`src/rtl/serial_full_adder_if.sv`:
```
// Operand/handshake bundle for the bit-serial adder: the requester drives start
// and operands; the adder returns busy/done and the registered result.
interface serial_full_adder_if #(
    parameter int unsigned WIDTH = 8
);
    logic             start;
    logic [WIDTH-1:0] a;
    logic [WIDTH-1:0] b;
    logic             cin;
    logic             busy;
    logic             done;
    logic [WIDTH-1:0] sum;
    logic             cout;
    logic             ovf;

    modport master (
        output start, a, b, cin,
        input  busy, done, sum, cout, ovf
    );

    modport slave (
        input  start, a, b, cin,
        output busy, done, sum, cout, ovf
    );
endinterface

```
`src/rtl/serial_full_adder.sv`:
```
// Bit-serial WIDTH-bit adder: one full-adder cell and a registered carry, LSB first,
// with a start/busy/done handshake and result registers held between operations.
module serial_full_adder #(
    parameter int unsigned WIDTH = 8
) (
    input  logic               clk,
    input  logic               rst_n,
    serial_full_adder_if.slave bus
);
    localparam int unsigned CntW = $clog2(WIDTH);

    typedef enum logic [1:0] {
        StIdle,
        StRun,
        StDone
    } state_e;

    state_e           state_q, state_d;
    logic [WIDTH-1:0] a_sh_q, a_sh_d;
    logic [WIDTH-1:0] b_sh_q, b_sh_d;
    logic [WIDTH-1:0] acc_q, acc_d;
    logic [CntW-1:0]  cnt_q, cnt_d;
    logic             carry_q, carry_d;
    logic             sign_a_q, sign_a_d;
    logic             sign_b_q, sign_b_d;
    logic [WIDTH-1:0] sum_q, sum_d;
    logic             cout_q, cout_d;
    logic             ovf_q, ovf_d;

    logic             accept;
    logic             last_bit;
    logic             s_bit;

    assign s_bit    = a_sh_q[0] ^ b_sh_q[0] ^ carry_q;
    assign last_bit = (cnt_q == CntW'(WIDTH - 1));

    always_comb begin
        state_d  = state_q;
        a_sh_d   = a_sh_q;
        b_sh_d   = b_sh_q;
        acc_d    = acc_q;
        cnt_d    = cnt_q;
        carry_d  = carry_q;
        sign_a_d = sign_a_q;
        sign_b_d = sign_b_q;
        sum_d    = sum_q;
        cout_d   = cout_q;
        ovf_d    = ovf_q;
        accept   = 1'b0;

        unique case (state_q)
            StIdle: begin
                accept = bus.start;
            end
            StRun: begin
                carry_d = (a_sh_q[0] & b_sh_q[0]) | (a_sh_q[0] & carry_q) |
                          (b_sh_q[0] & carry_q);
                a_sh_d  = {1'b0, a_sh_q[WIDTH-1:1]};
                b_sh_d  = {1'b0, b_sh_q[WIDTH-1:1]};
                acc_d   = {s_bit, acc_q[WIDTH-1:1]};
                cnt_d   = cnt_q + CntW'(1);
                if (last_bit) begin
                    state_d = StDone;
                    sum_d   = acc_d;
                    cout_d  = carry_d;
                    // The final sum bit is the result MSB.
                    ovf_d   = (sign_a_q == sign_b_q) && (s_bit != sign_a_q);
                end
            end
            StDone: begin
                accept = bus.start;
                if (!bus.start) begin
                    state_d = StIdle;
                end
            end
            default: begin
                state_d = StIdle;
            end
        endcase

        if (accept) begin
            state_d  = StRun;
            a_sh_d   = bus.a;
            b_sh_d   = bus.b;
            carry_d  = bus.cin;
            acc_d    = '0;
            cnt_d    = '0;
            sign_a_d = bus.a[WIDTH-1];
            sign_b_d = bus.b[WIDTH-1];
        end
    end

    always_ff @(posedge clk or negedge rst_n) begin
        if (!rst_n) begin
            state_q  <= StIdle;
            a_sh_q   <= '0;
            b_sh_q   <= '0;
            acc_q    <= '0;
            cnt_q    <= '0;
            carry_q  <= 1'b0;
            sign_a_q <= 1'b0;
            sign_b_q <= 1'b0;
            sum_q    <= '0;
            cout_q   <= 1'b0;
            ovf_q    <= 1'b0;
        end else begin
            state_q  <= state_d;
            a_sh_q   <= a_sh_d;
            b_sh_q   <= b_sh_d;
            acc_q    <= acc_d;
            cnt_q    <= cnt_d;
            carry_q  <= carry_d;
            sign_a_q <= sign_a_d;
            sign_b_q <= sign_b_d;
            sum_q    <= sum_d;
            cout_q   <= cout_d;
            ovf_q    <= ovf_d;
        end
    end

    assign bus.busy = (state_q == StRun);
    assign bus.done = (state_q == StDone);
    assign bus.sum  = sum_q;
    assign bus.cout = cout_q;
    assign bus.ovf  = ovf_q;

    a_busy_done_excl: assert property (@(posedge clk) disable iff (!rst_n)
        !(bus.busy && bus.done));

    a_done_single: assert property (@(posedge clk) disable iff (!rst_n)
        bus.done |=> !bus.done);

    a_result_held: assert property (@(posedge clk) disable iff (!rst_n)
        !(state_q == StRun && last_bit) |=> $stable({sum_q, cout_q, ovf_q}));
endmodule
```
`src/flat_wrapper.sv`:
```
// flat-port wrapper written by rule: the top's interface ports become plain ports
module serial_full_adder_flat 
#(
    parameter int unsigned WIDTH = 8
)
  (clk, rst_n, bus_start, bus_a, bus_b, bus_cin, bus_busy, bus_done, bus_sum, bus_cout, bus_ovf);
  serial_full_adder_if #(.WIDTH(WIDTH)) bus_i ();
  input  logic clk;
  input  logic rst_n;
  input wire logic [$bits(bus_i.start)-1:0] bus_start;
  input wire logic [$bits(bus_i.a)-1:0] bus_a;
  input wire logic [$bits(bus_i.b)-1:0] bus_b;
  input wire logic [$bits(bus_i.cin)-1:0] bus_cin;
  output wire logic [$bits(bus_i.busy)-1:0] bus_busy;
  output wire logic [$bits(bus_i.done)-1:0] bus_done;
  output wire logic [$bits(bus_i.sum)-1:0] bus_sum;
  output wire logic [$bits(bus_i.cout)-1:0] bus_cout;
  output wire logic [$bits(bus_i.ovf)-1:0] bus_ovf;
  assign bus_i.start = bus_start;
  assign bus_i.a = bus_a;
  assign bus_i.b = bus_b;
  assign bus_i.cin = bus_cin;
  assign bus_busy = bus_i.busy;
  assign bus_done = bus_i.done;
  assign bus_sum = bus_i.sum;
  assign bus_cout = bus_i.cout;
  assign bus_ovf = bus_i.ovf;
  serial_full_adder #(.WIDTH(WIDTH)) u_core (.clk(clk), .rst_n(rst_n), .bus(bus_i));
endmodule
```
`config.mk`:
```
export PLATFORM = sky130hd
export DESIGN_NAME = serial_full_adder_flat
export DESIGN_NICKNAME = d
export VERILOG_FILES = /design/src/rtl/serial_full_adder_if.sv /design/src/rtl/serial_full_adder.sv /design/src/flat_wrapper.sv
export SDC_FILE = /design/constraint.sdc
export NUM_CORES = 1
export LEC_CHECK = 0
export BUFFER_PORTS_ARGS = -buffer_cell sky130_fd_sc_hd__buf_4
export CAP_MARGIN = 40
export CORE_MARGIN = 3
export CORE_UTILIZATION = 50
export CTS_BUF_LIST = sky130_fd_sc_hd__clkbuf_4
export CTS_CLUSTER_DIAMETER = 120
export DETAILED_ROUTE_END_ITERATION = 6
export GPL_TIMING_DRIVEN = 0
export PLACE_DENSITY = 0.76
export REMOVE_ABC_BUFFERS = 1
export SLEW_MARGIN = 20
export SYNTH_ARGS = -nofsm -noshare
export SYNTH_HDL_FRONTEND = slang
export SYNTH_SLANG_ARGS = --single-unit
```
`constraint.sdc`:
```
create_clock -name clk -period 1.5 [get_ports clk]
set_input_delay 0.15 -clock clk [delete_from_list [all_inputs] [get_ports clk]]
set_output_delay 0.15 -clock clk [all_outputs]
set_load 0.05 [all_outputs]
```
==> flow_metrics.tcl <==
set metrics [dict create \
    die_area_sq_um 4070 \
    synth_edf_count 0 \
    layout-drive-gt1-share 0.366 \
    clk_latency_ps 340 \
    finalHoldViolations 0 \
    synthXorXnorAreaFrac 0 \
    timing.rr.start "u_core.cnt_q[1]" \
    hp-class "input port to flop" \
    place_congestion 0.734 \
    synth_top_cell_area_share 0.614 \
    syn_avg_cell_area_sq_um 13.8 \
    synth_top_family_by_area "compound AO/OA/AOI/OAI gates" \
    r2r_setup_slack_ps -2 \
    fillers 234 \
    synth.mux.area_fraction 0.0674 \
    setup_slack_ps -1.90 \
    p_per_area_nw_per_um2 2280 \
    fp.dieW_um 63.8 \
    chipHeight_um 63.8 \
    slew_headroom 0.651 \
    cts_tree "built" \
    leakage_nw 1.08 \
    multi_input_area_sq_um 611 \
    dp.cells 190 \
    netlist_area_sq_um 1670 \
    clockBufferDepth 2 \
    dr.pass1.iters 6 \
    tightestPinTransition_ps 523 \
    synthTopCellsByCount "dfrtp_1, a22o_1, a21o_1" \
    outcome "finished, violations left" \
    wl_per_cell_um 15.4 \
    violations "setup timing" \
    fin_nets 187 \
    period_share 1.00 \
    yosys_register_bits 41 \
    netlist_instances 121 \
    insertedDiodeCount 0 \
    yosysMostFrequentCell "dfrtp_1" \
    yosysTopAreaCell "dfrtp_1" \
    synthSimpleGateAreaFrac 0.0449 \
    initial_core_util 0.534 \
    drt_iter0_markers 38 \
    grt_setup_unrepaired "yes" \
    yosysSeqAreaShare 0.614 \
    h-tree-depth 2 \
    via_count 1140 \
    slew_viol_final 0 \
    synthFlopType "dfrtp_1" \
    worstHoldEndpoint "u_core.sign_b_q" \
    rr_worst_depth 5 \
    syn2layout_area_growth_pct 26.5 \
    synthAdderAreaFrac 0.0270 \
    clk_pin_slew_worst_paths_ps 110 \
    worstPathArrival_ps 1740 \
    ant_nets 0 \
    synth_area_leaders "dfrtp_1, a22o_1, a21o_1, mux2_1, mux2_2" \
    hpwl_um 2070 \
    io_pins 32 \
    grtUsageTotal 0.176 \
    start_kind "flop" \
    fmax_mhz 666 \
    grt_pass1_vias 1167 \
    ys_types 27 \
    critical_path_required_ps 1740 \
    path_class "flop to flop" \
    numCtsBuffers 5 \
    synth-compound-area-share 0.210 \
    ir_drop_uv 1410 \
    critical_path_peak_fanout 8 \
    setup_viol 1 \
    portBuffers 31 \
    drt-vias-per-instance 5.48 \
    grt_overflow 0 \
    fin_skew_ps 7.72 \
    drc 0 \
    fin_cells 208 \
    grt_max_degree 42 \
    grt_pass1_wl_um 5400 \
    cp-end-kind "flop" \
    hold_depth 2 \
    cts_root_buf "clkbuf_4" \
    synth_async_sr_flop_share 1.00 \
    seq_area_sq_um 1030 \
    fin_setup_tns_ps -1.90 \
    maxCapViolCount 0 \
    min_from "bus_b[7]" \
    clock_sinks 41 \
    post-route-min-period_ps 1500 \
    num_rows 20 \
    drt_wl_total_um 3210 \
    ys_warn_count 0 \
    coreArea_sq_um 3130 \
    antenna_found_initial 0 \
    reg2reg_to "u_core.bus.sum[0]" \
]
## through the flow
step	area, sq um	setup WS, ps	power, mW	utilization	hold slack [ps]
6_report	2110	-1.90	4.82	0.676	45.0
5_1_grt	2110	-47.0	5.16	0.676	13.8
4_1_cts	2070	0.331	4.82	0.661	14.2
3_5_place_dp	1930	-261	4.13	0.618	153
3_3_place_gp	1920	-459	4.00	0.613	146
2_1_floorplan	1630	-110	3.48	-	-146
## timing repair
item | in CTS | in global routing
gates cloned | 2 | 0
hold endpoints to repair | 41 | 2
pin swaps | 5 | 0
hold buffers | 1 | 2
resized for setup | 9 | 4
endpoints found under the setup margin | 26 | 10
setup buffers | 4 | 2
## logic make-up after synthesis
logic type                 Yosys count
DFF                                 41
muxes                               10
buffers and inverters               12
and+or+nand+nor                     12
adders and majority gates            3
AOI/OAI and AO/OA                   43
## critical path, stage by stage (launching register included)
cell and delay (ps):
dfrtp_1 410, ha_2 180, ha_2 180, nand3b_1 150, buf_12 150, mux2_2 320
## power breakdown
| part | total [mW] | internal (mW) | leakage [nW] | switching, mW |
|---|---|---|---|---|
| Clock | 0.504 | 0.188 | 0.0292 | 0.315 |
| Combinational | 2.39 | 1.04 | 0.539 | 1.35 |
| Sequential | 1.93 | 1.62 | 0.514 | 0.315 |
## cell type report
class	count	share of cell area
Clock buffer	6	0.0213
Clock inverter	1	0.00178
Inverter	5	0.0124
Multi-Input combinational cell	69	0.289
Sequential cell	41	0.486
Tap cell	44	0.0261
Timing Repair Buffer	41	0.160
Timing Repair inverter	1	0.00296
## metal layers
layer	global-route usage	vias to the layer above	wire length [um]	share of wire
met5	0	-	0	0
met4	0.0647	0	52	0.016
met3	0.0668	6	187	0.058
met2	0.286	31	1570	0.49
met1	0.210	567	1400	0.44
li1	-	536	-	-
## registers in the layout (all words and copies together) (netlist names)
signal           count
u_core.sign_b_q      1
u_core.carry_q       1
u_core.cnt_q         3
u_core.bus.ovf       1
u_core.bus.cout      1
u_core.a_sh_q        8
u_core.bus.sum       8
u_core.acc_q         7
u_core.b_sh_q        8
u_core.sign_a_q      1
u_core.state_q       2
## cells in the final DEF (no fill, tap or decap), drive strengths merged, types with 2 or more instances in the layout
cell and n:
mux2 10, inv 6, nor2 3, a22o 22, ha 2, o21ai 2
dfrtp 41, nor2b 2, clkbuf 6, nand2 2, dlygate4sd3 3, a21o 12
nor3 2, a221o 3, buf 38
## how the worst max path moves through the flow
stage                           start           endpoint  slack, ps  cells past startpoint
floorplan           u_core.state_q[0]     u_core.carry_q       -110                      3
global placement    u_core.state_q[0]     u_core.carry_q       -460                      3
detailed placement    u_core.cnt_q[0]  u_core.bus.sum[1]       -260                      4
CTS                   u_core.cnt_q[0]  u_core.bus.sum[1]        0.3                      5
global route          u_core.cnt_q[1]  u_core.bus.sum[0]        -50                      5
finish                u_core.cnt_q[1]  u_core.bus.sum[0]         -2                      5
No activity file was read; power rests on OpenSTA's default activity.
